$ cat src/rtl/router_pkg.sv
// router_pkg: shared state type, LFSR step and header packing for the router packet generator
package router_pkg;
    localparam int DEF_DATA_W = 8;
    localparam int DEF_ADDR_W = 2;
    localparam int DEF_LEN_W  = 6;
    typedef enum logic [2:0] {S_IDLE, S_HEADER, S_PAYLOAD, S_PARITY, S_GAP} state_t;
    function automatic logic [7:0] lfsr_next(input logic [7:0] v);
        return {v[6:0], v[7] ^ v[5] ^ v[4] ^ v[3]};
    endfunction
    function automatic logic [DEF_DATA_W-1:0] hdr_pack(input logic [DEF_LEN_W-1:0] len, input logic [DEF_ADDR_W-1:0] addr);
        return {len, addr};
    endfunction
endpackage

$ cat src/rtl/router_lfsr8.sv
// router_lfsr8: 8-bit payload LFSR with seed load and advance enable
module router_lfsr8 import router_pkg::*; #(
    parameter logic [7:0] SEED = 8'hA5
) (
    input  logic       clk,
    input  logic       rst,
    input  logic       load,
    input  logic       adv,
    output logic [7:0] value
);
    // reseed on reset or burst start, step once per accepted payload byte
    always_ff @(posedge clk) begin
        if (rst || load) value <= SEED;
        else if (adv) value <= lfsr_next(value);
    end
endmodule

$ cat src/rtl/router_pkt_gen.sv
// router_pkt_gen: burst packet source (header, LFSR payload, parity) honouring busy; ROUTER_PKTGEN_ERRINJ_EN adds parity error injection
module router_pkt_gen import router_pkg::*; #(
    parameter int         DATA_W     = DEF_DATA_W,
    parameter int         ADDR_W     = DEF_ADDR_W,
    parameter int         LEN_W      = DEF_LEN_W,
    parameter int         NUM_DEST   = 3,
    parameter logic [7:0] SEED       = 8'hA5,
    parameter int         GAP_CYCLES = 2,
    parameter int         CNT_W      = 8
) (
    input  logic              clk,
    input  logic              rstn,
    input  logic              start,
    input  logic [ADDR_W-1:0] cfg_addr,
    input  logic [LEN_W-1:0]  cfg_len,
    input  logic [CNT_W-1:0]  cfg_num_pkts,
`ifdef ROUTER_PKTGEN_ERRINJ_EN
    input  logic              err_inject,
`endif
    input  logic              busy,
    output logic              pkt_valid,
    output logic [DATA_W-1:0] data_out,
    output logic              done,
    output logic              cfg_err,
    output logic [CNT_W-1:0]  pkt_count
);
    localparam int GW = GAP_CYCLES > 0 ? $clog2(GAP_CYCLES + 1) : 1;
    localparam logic [ADDR_W:0] ND = (ADDR_W + 1)'(NUM_DEST);

    state_t             state_q, state_d;
    logic [ADDR_W-1:0]  addr_q;
    logic [LEN_W-1:0]   len_q;
    logic [CNT_W-1:0]   pkts_left;
    logic [LEN_W:0]     byte_cnt;
    logic [GW-1:0]      gap_cnt;
    logic [DATA_W-1:0]  parity, par_tx, hdr;
    logic [7:0]         lfsr;
    logic               cfg_ok, go, accept, last_byte, last_pkt, gap_last;

    assign cfg_ok    = {1'b0, cfg_addr} < ND;
    assign go        = state_q == S_IDLE && start && cfg_ok;
    assign accept    = !busy && (state_q == S_HEADER || state_q == S_PAYLOAD || state_q == S_PARITY);
    assign last_byte = (byte_cnt + 1'b1) == {1'b0, len_q};
    assign last_pkt  = pkts_left == CNT_W'(1);
    assign gap_last  = gap_cnt == GW'(GAP_CYCLES - 1);
    assign hdr       = hdr_pack(len_q, addr_q);

`ifdef ROUTER_PKTGEN_ERRINJ_EN
    logic inj_q;
    // error-inject flag is captured with the burst and applies to every packet in it
    always_ff @(posedge clk) begin
        if (rstn) inj_q <= 1'b0;
        else if (go) inj_q <= err_inject;
    end
    assign par_tx = parity ^ DATA_W'(inj_q);
`else
    assign par_tx = parity;
`endif

    router_lfsr8 #(.SEED(SEED)) u_lfsr (
        .clk  (clk),
        .rst  (rstn),
        .load (go),
        .adv  (state_q == S_PAYLOAD && !busy),
        .value(lfsr)
    );

    // state register
    always_ff @(posedge clk) begin
        if (rstn) state_q <= S_IDLE;
        else state_q <= state_d;
    end

    // next state and byte presented to the router; busy simply freezes the state
    always_comb begin
        state_d   = state_q;
        pkt_valid = 1'b0;
        data_out  = '0;
        case (state_q)
            S_IDLE:    if (go) state_d = S_HEADER;
            S_HEADER: begin
                pkt_valid = 1'b1;
                data_out  = hdr;
                if (!busy) state_d = len_q == '0 ? S_PARITY : S_PAYLOAD;
            end
            S_PAYLOAD: begin
                pkt_valid = 1'b1;
                data_out  = lfsr;
                if (!busy && last_byte) state_d = S_PARITY;
            end
            S_PARITY: begin
                data_out = par_tx;
                if (!busy) state_d = last_pkt ? S_IDLE : (GAP_CYCLES == 0 ? S_HEADER : S_GAP);
            end
            S_GAP:     if (gap_last) state_d = S_HEADER;
            default:   state_d = S_IDLE;
        endcase
    end

    // burst config latch, byte/packet/gap counters, running parity and status pulses
    always_ff @(posedge clk) begin
        if (rstn) begin
            addr_q    <= '0;
            len_q     <= '0;
            pkts_left <= '0;
            byte_cnt  <= '0;
            gap_cnt   <= '0;
            parity    <= '0;
            pkt_count <= '0;
            done      <= 1'b0;
            cfg_err   <= 1'b0;
        end else begin
            done    <= state_q == S_PARITY && accept && last_pkt;
            cfg_err <= state_q == S_IDLE && start && !cfg_ok;
            if (go) begin
                addr_q    <= cfg_addr;
                len_q     <= cfg_len;
                pkts_left <= cfg_num_pkts == '0 ? CNT_W'(1) : cfg_num_pkts;
            end
            if (accept && state_q == S_HEADER) begin
                parity   <= hdr;
                byte_cnt <= '0;
            end
            if (accept && state_q == S_PAYLOAD) begin
                parity   <= parity ^ lfsr;
                byte_cnt <= byte_cnt + 1'b1;
            end
            if (accept && state_q == S_PARITY) begin
                pkt_count <= pkt_count + 1'b1;
                pkts_left <= pkts_left - 1'b1;
                gap_cnt   <= '0;
            end
            if (state_q == S_GAP) gap_cnt <= gap_cnt + 1'b1;
        end
    end
endmodule

$ cat config.mk
export PLATFORM = sky130hd
export DESIGN_NAME = router_pkt_gen
export DESIGN_NICKNAME = d
export VERILOG_FILES = /design/src/rtl/router_pkg.sv /design/src/rtl/router_lfsr8.sv /design/src/rtl/router_pkt_gen.sv
export SDC_FILE = /design/constraint.sdc
export NUM_CORES = 1
export LEC_CHECK = 0
export CORE_MARGIN = 2
export CORE_UTILIZATION = 40
export CTS_CLUSTER_DIAMETER = 40
export DETAILED_ROUTE_END_ITERATION = 6
export MAX_ROUTING_LAYER = met4
export PLACE_DENSITY = 0.7
export SLEW_MARGIN = 20
export SYNTH_ARGS = -nofsm -noshare
export SYNTH_HDL_FRONTEND = slang
export SYNTH_SLANG_ARGS = --single-unit
export TNS_END_PERCENT = 50
$ cat constraint.sdc
create_clock -name clk -period 2.4 [get_ports clk]
set_input_delay 0.6 -clock clk [delete_from_list [all_inputs] [get_ports clk]]
set_output_delay 0.6 -clock clk [all_outputs]
set_load 0.02 [all_outputs]
==> metrics.txt <==
# TYPE chip_impl_metric gauge
chip_impl_info{name="status",value="completed"} 1
chip_impl_metric{name="fp.dieArea",unit="mm^2"} 0.00802
chip_impl_metric{name="clkSlewWorstSetupHoldPaths",unit="ns"} 0.12
chip_impl_metric{name="synthXorXnorAreaFrac",unit="%"} 5.39
chip_impl_metric{name="h-tree-depth",unit=""} 2
chip_impl_metric{name="finalCoreUtilization",unit="%"} 50.4
chip_impl_metric{name="max-cap-violations",unit=""} 0
chip_impl_info{name="yosys.area.top_type",value="sky130_fd_sc_hd__dfxtp_1"} 1
chip_impl_metric{name="overflow",unit=""} 0
chip_impl_metric{name="yosys.cell_types.count",unit=""} 55
chip_impl_metric{name="holdWs",unit="ns"} 0.491
chip_impl_metric{name="finalNetCount",unit=""} 433
chip_impl_metric{name="slew_violations",unit=""} 0
chip_impl_metric{name="route.detailed.wl_per_inst",unit="um"} 14.7
chip_impl_info{name="rsz_0062_raised_after_global_routing",value="no"} 1
chip_impl_metric{name="global_route_wire_length_before_repair",unit="um"} 11900
chip_impl_metric{name="max_freq",unit="MHz"} 434
chip_impl_metric{name="total_leakage_power",unit="nW"} 1.28
chip_impl_metric{name="worst_pin_slew",unit="ns"} 0.598
chip_impl_metric{name="finalWirelength",unit="um"} 7470
chip_impl_info{name="cts_root_buf",value="sky130_fd_sc_hd__clkbuf_8"} 1
chip_impl_metric{name="pre_cts_ws",unit="ns"} -0.0450
chip_impl_metric{name="sequential_share_of_the_synthesized_area",unit="%"} 36.9
chip_impl_metric{name="grt_pass1_vias",unit=""} 2536
chip_impl_metric{name="skew",unit="ns"} 0.0145
chip_impl_metric{name="finalHoldViolCount",unit=""} 0
chip_impl_metric{name="synth_top_area_share",unit="%"} 36.9
chip_impl_metric{name="final_area",unit="mm^2"} 0.00361
chip_impl_info{name="synthFlopType",value="sky130_fd_sc_hd__dfxtp_1"} 1
chip_impl_metric{name="cts_inserted_buffers",unit=""} 5
chip_impl_metric{name="layout_worst_path_cycle_share",unit="%"} 96.0
chip_impl_metric{name="num_vias",unit=""} 2810
chip_impl_metric{name="antenna_cells",unit=""} 0
chip_impl_metric{name="power_density",unit="mW/mm^2"} 617
chip_impl_metric{name="postSynthRegisterBits",unit=""} 54
chip_impl_metric{name="avgSynthCellArea",unit="um^2"} 8.13
chip_impl_info{name="endpoint_kind",value="output port"} 1
chip_impl_metric{name="gp_routability_congestion",unit=""} 0.924
chip_impl_metric{name="core-area",unit="mm^2"} 0.00718
chip_impl_metric{name="total_power",unit="mW"} 2.23
chip_impl_metric{name="proportion_of_synthesized_area_in_mux_cells",unit="%"} 3.46
chip_impl_metric{name="floorplan.io_pins",unit=""} 39
chip_impl_metric{name="core.rowCount",unit=""} 31
chip_impl_metric{name="synth.yosys.warnings",unit=""} 0
chip_impl_metric{name="pin_count_of_the_biggest_net_entering_global_routing",unit=""} 27
chip_impl_metric{name="routed_via_density",unit=""} 5.53
chip_impl_metric{name="asyncSetResetFlopFracSynth",unit="%"} 0
chip_impl_metric{name="worstPathMaxFanout",unit=""} 6
chip_impl_info{name="holdCritPathClass",value="reg2reg"} 1
chip_impl_info{name="startpoint_type",value="flop"} 1
chip_impl_metric{name="drive_gt1_share",unit="%"} 13.7
chip_impl_metric{name="cp_num_buf_inv",unit=""} 2
chip_impl_info{name="cpLargestDelayFamily",value="buffers and inverters"} 1
chip_impl_metric{name="synth_compound_area_share",unit="%"} 20.4
chip_impl_metric{name="placedCellCount",unit=""} 500
chip_impl_metric{name="synth_enable_flop_cells",unit=""} 0
chip_impl_info{name="leading_cell_types_in_the_layout_fill_and_taps_excluded",value="53 x sky130_fd_sc_hd__dfxtp_1, 41 x sky130_fd_sc_hd__nand2_1, 34 x sky130_fd_sc_hd__nor2_1"} 1
chip_impl_metric{name="worst_slack",unit="ns"} 0.0965
chip_impl_metric{name="gr-usage-all-layers",unit="%"} 19.6
chip_impl_metric{name="finalNonFillerCells",unit=""} 508
chip_impl_info{name="synth_top_family_by_area",value="simple AND/OR/NAND/NOR gates"} 1
chip_impl_metric{name="fin_tns_setup",unit="ns"} 0
chip_impl_metric{name="worstSkewPairLatency",unit="ns"} 0.33
chip_impl_info{name="critical_path_class",value="reg2out"} 1
chip_impl_info{name="worstPathCellList",value="buf_4 > mux2_2 > a22oi_1 > nor2_1 > clkdlybuf4s15_1"} 1
chip_impl_info{name="cp_slowest_cell",value="sky130_fd_sc_hd__dfxtp_2"} 1
chip_impl_metric{name="cts.sink_count",unit=""} 54
chip_impl_metric{name="syn-cell-area",unit="mm^2"} 0.00293
chip_impl_metric{name="synth_simple_gate_area_share",unit="%"} 27.5
chip_impl_metric{name="clock_path_buffers",unit=""} 2
chip_impl_info{name="synth_top_cells_by_area",value="sky130_fd_sc_hd__dfxtp_1 37%, sky130_fd_sc_hd__a21oi_1 5.6%, sky130_fd_sc_hd__nand2_1 5.3%, sky130_fd_sc_hd__nor2_1 4.4%, sky130_fd_sc_hd__xnor2_1 3.6%"} 1
chip_impl_metric{name="dieHeight",unit="um"} 89.5
chip_impl_info{name="layout.cells.most_common",value="sky130_fd_sc_hd__dfxtp_1"} 1
chip_impl_metric{name="drc_errors",unit=""} 0
chip_impl_metric{name="dpl_cell_area",unit="mm^2"} 0.00354
chip_impl_metric{name="drt_iter0_drc",unit=""} 186
chip_impl_metric{name="mapped_cells",unit=""} 360
chip_impl_metric{name="holdBufCountCts",unit=""} 0
chip_impl_metric{name="peakVddDrop",unit="V"} 0.000335
chip_impl_metric{name="grt_antenna_before_repair",unit=""} 0
chip_impl_metric{name="worst_ep_arrival_time",unit="ns"} 1.70
chip_impl_metric{name="crit_path_max_incr_delay",unit="ns"} 0.36
chip_impl_metric{name="starting_utilization_of_the_core_area",unit="%"} 40.8
chip_impl_metric{name="synth_fp_nets",unit=""} 385
chip_impl_metric{name="final_period_minus_worst_setup_slack",unit="ns"} 2.30
chip_impl_metric{name="numPortBuffers",unit=""} 38
chip_impl_metric{name="first_pass_iters",unit=""} 5
chip_impl_metric{name="area_growth_syn_to_layout",unit="%"} 23.5
chip_impl_metric{name="die_width",unit="um"} 89.5
chip_impl_info{name="tritoncts",value="built"} 1
chip_impl_metric{name="dpl_hpwl",unit="um"} 5460
chip_impl_metric{name="worst_ep_required_time",unit="ns"} 1.80
chip_impl_metric{name="final-setup-viol-count",unit=""} 0
chip_impl_metric{name="max-slew-margin-rel",unit="%"} 60.1
chip_impl_metric{name="final_antenna_net_count",unit=""} 0
chip_impl_metric{name="yosys.area_share.adder",unit="%"} 2.14
[Yosys cell counts, types with 3 or more instances]
cell,number
sky130_fd_sc_hd__o21ai_0,11
sky130_fd_sc_hd__nor2b_1,5
sky130_fd_sc_hd__buf_2,8
sky130_fd_sc_hd__mux2_2,9
sky130_fd_sc_hd__inv_1,3
sky130_fd_sc_hd__nand2_1,41
sky130_fd_sc_hd__o211ai_1,3
sky130_fd_sc_hd__clkbuf_1,10
sky130_fd_sc_hd__xor2_1,6
sky130_fd_sc_hd__nand2b_1,11
sky130_fd_sc_hd__dfxtp_1,54
sky130_fd_sc_hd__nor2_1,34
sky130_fd_sc_hd__nor3_1,16
sky130_fd_sc_hd__o21ai_1,8
sky130_fd_sc_hd__nor4_1,5
sky130_fd_sc_hd__nand4_1,5
sky130_fd_sc_hd__xnor2_1,12
sky130_fd_sc_hd__ha_1,5
sky130_fd_sc_hd__nand3_1,15
sky130_fd_sc_hd__a211oi_1,9
sky130_fd_sc_hd__a31oi_1,3
sky130_fd_sc_hd__a2bb2oi_1,3
sky130_fd_sc_hd__a21oi_1,33
sky130_fd_sc_hd__or3_1,3
sky130_fd_sc_hd__a22oi_1,12
[where the power goes]
group          leakage [nW]  switching, mW  total, mW  internal [mW]
combinational         0.790          0.341      0.636          0.295
clock                0.0506          0.353      0.572          0.219
sequential            0.439         0.0629       1.02          0.960
total                  1.28          0.757       2.23           1.47
[sequential cells by signal (all words and copies together) (netlist names)]
name / flops
byte_cnt: 7
u_lfsr.value: 8
pkt_count: 8
state_q: 3
len_q: 6
done: 1
gap_cnt: 2
addr_q: 2
cfg_err: 1
pkts_left: 8
par_tx: 8
[final cells by class]
class,count,area (um^2)
clock buffer,5,68.8
clock inverter,3,28.8
tap,99,124
multi-input combinational,280,1720
sequential,54,1080
fill,684,3560
timing repair buffer,64,577
inverter,3,11.3
[worst reg2reg max path, cell delays in order, from the launching register on]
cell and delay, ns:
sky130_fd_sc_hd__dfxtp_1 0.51, sky130_fd_sc_hd__buf_4 0.26, sky130_fd_sc_hd__or4b_1 0.73, sky130_fd_sc_hd__nor3_1 0.27, sky130_fd_sc_hd__nor2_1 0.07, sky130_fd_sc_hd__a311oi_2 0.23
[path summary, 6_finish.rpt]
kind | start | end | slack [ns] | cells past startpoint
hold / removal | gap_cnt[0]$_SDFFE_PP0P_ | gap_cnt[0]$_SDFFE_PP0P_ | 0.49 | 2
setup / recovery | state_q[0]$_SDFFE_PP0P_ | data_out[3] | 0.1 | 5
setup reg to reg | state_q[2]$_SDFFE_PP0P_ | byte_cnt[5]$_SDFFE_PP0P_ | 0.25 | 5
hold reg to reg | gap_cnt[0]$_SDFFE_PP0P_ | gap_cnt[0]$_SDFFE_PP0P_ | 0.49 | 2
[metal layers]
layer / routed length (um) / GRT usage (%) / vias to the layer above
met2: 3290 / 29.6 / 88
li1: - / - / 1394
met3: 397 / 3.14 / 12
met5: 0 / - / -
met4: 128 / 6.65 / 0
met1: 3650 / 26.6 / 1316
[logic make-up after synthesis]
logic type      count (synthesis)
flops                          54
simple gates                  155
buf+inv                        26
fa+ha+maj                       5
mux                             9
compound gates                 93
xor+xnor                       18
[what timing repair did]
item,CTS,global route
setup buffers,0,0
resized for setup,10,10
pin swaps,0,0
setup endpoints to repair,9,8
hold endpoints to repair,0,0
cloned,0,0
(Power assumes the default switching activity.)
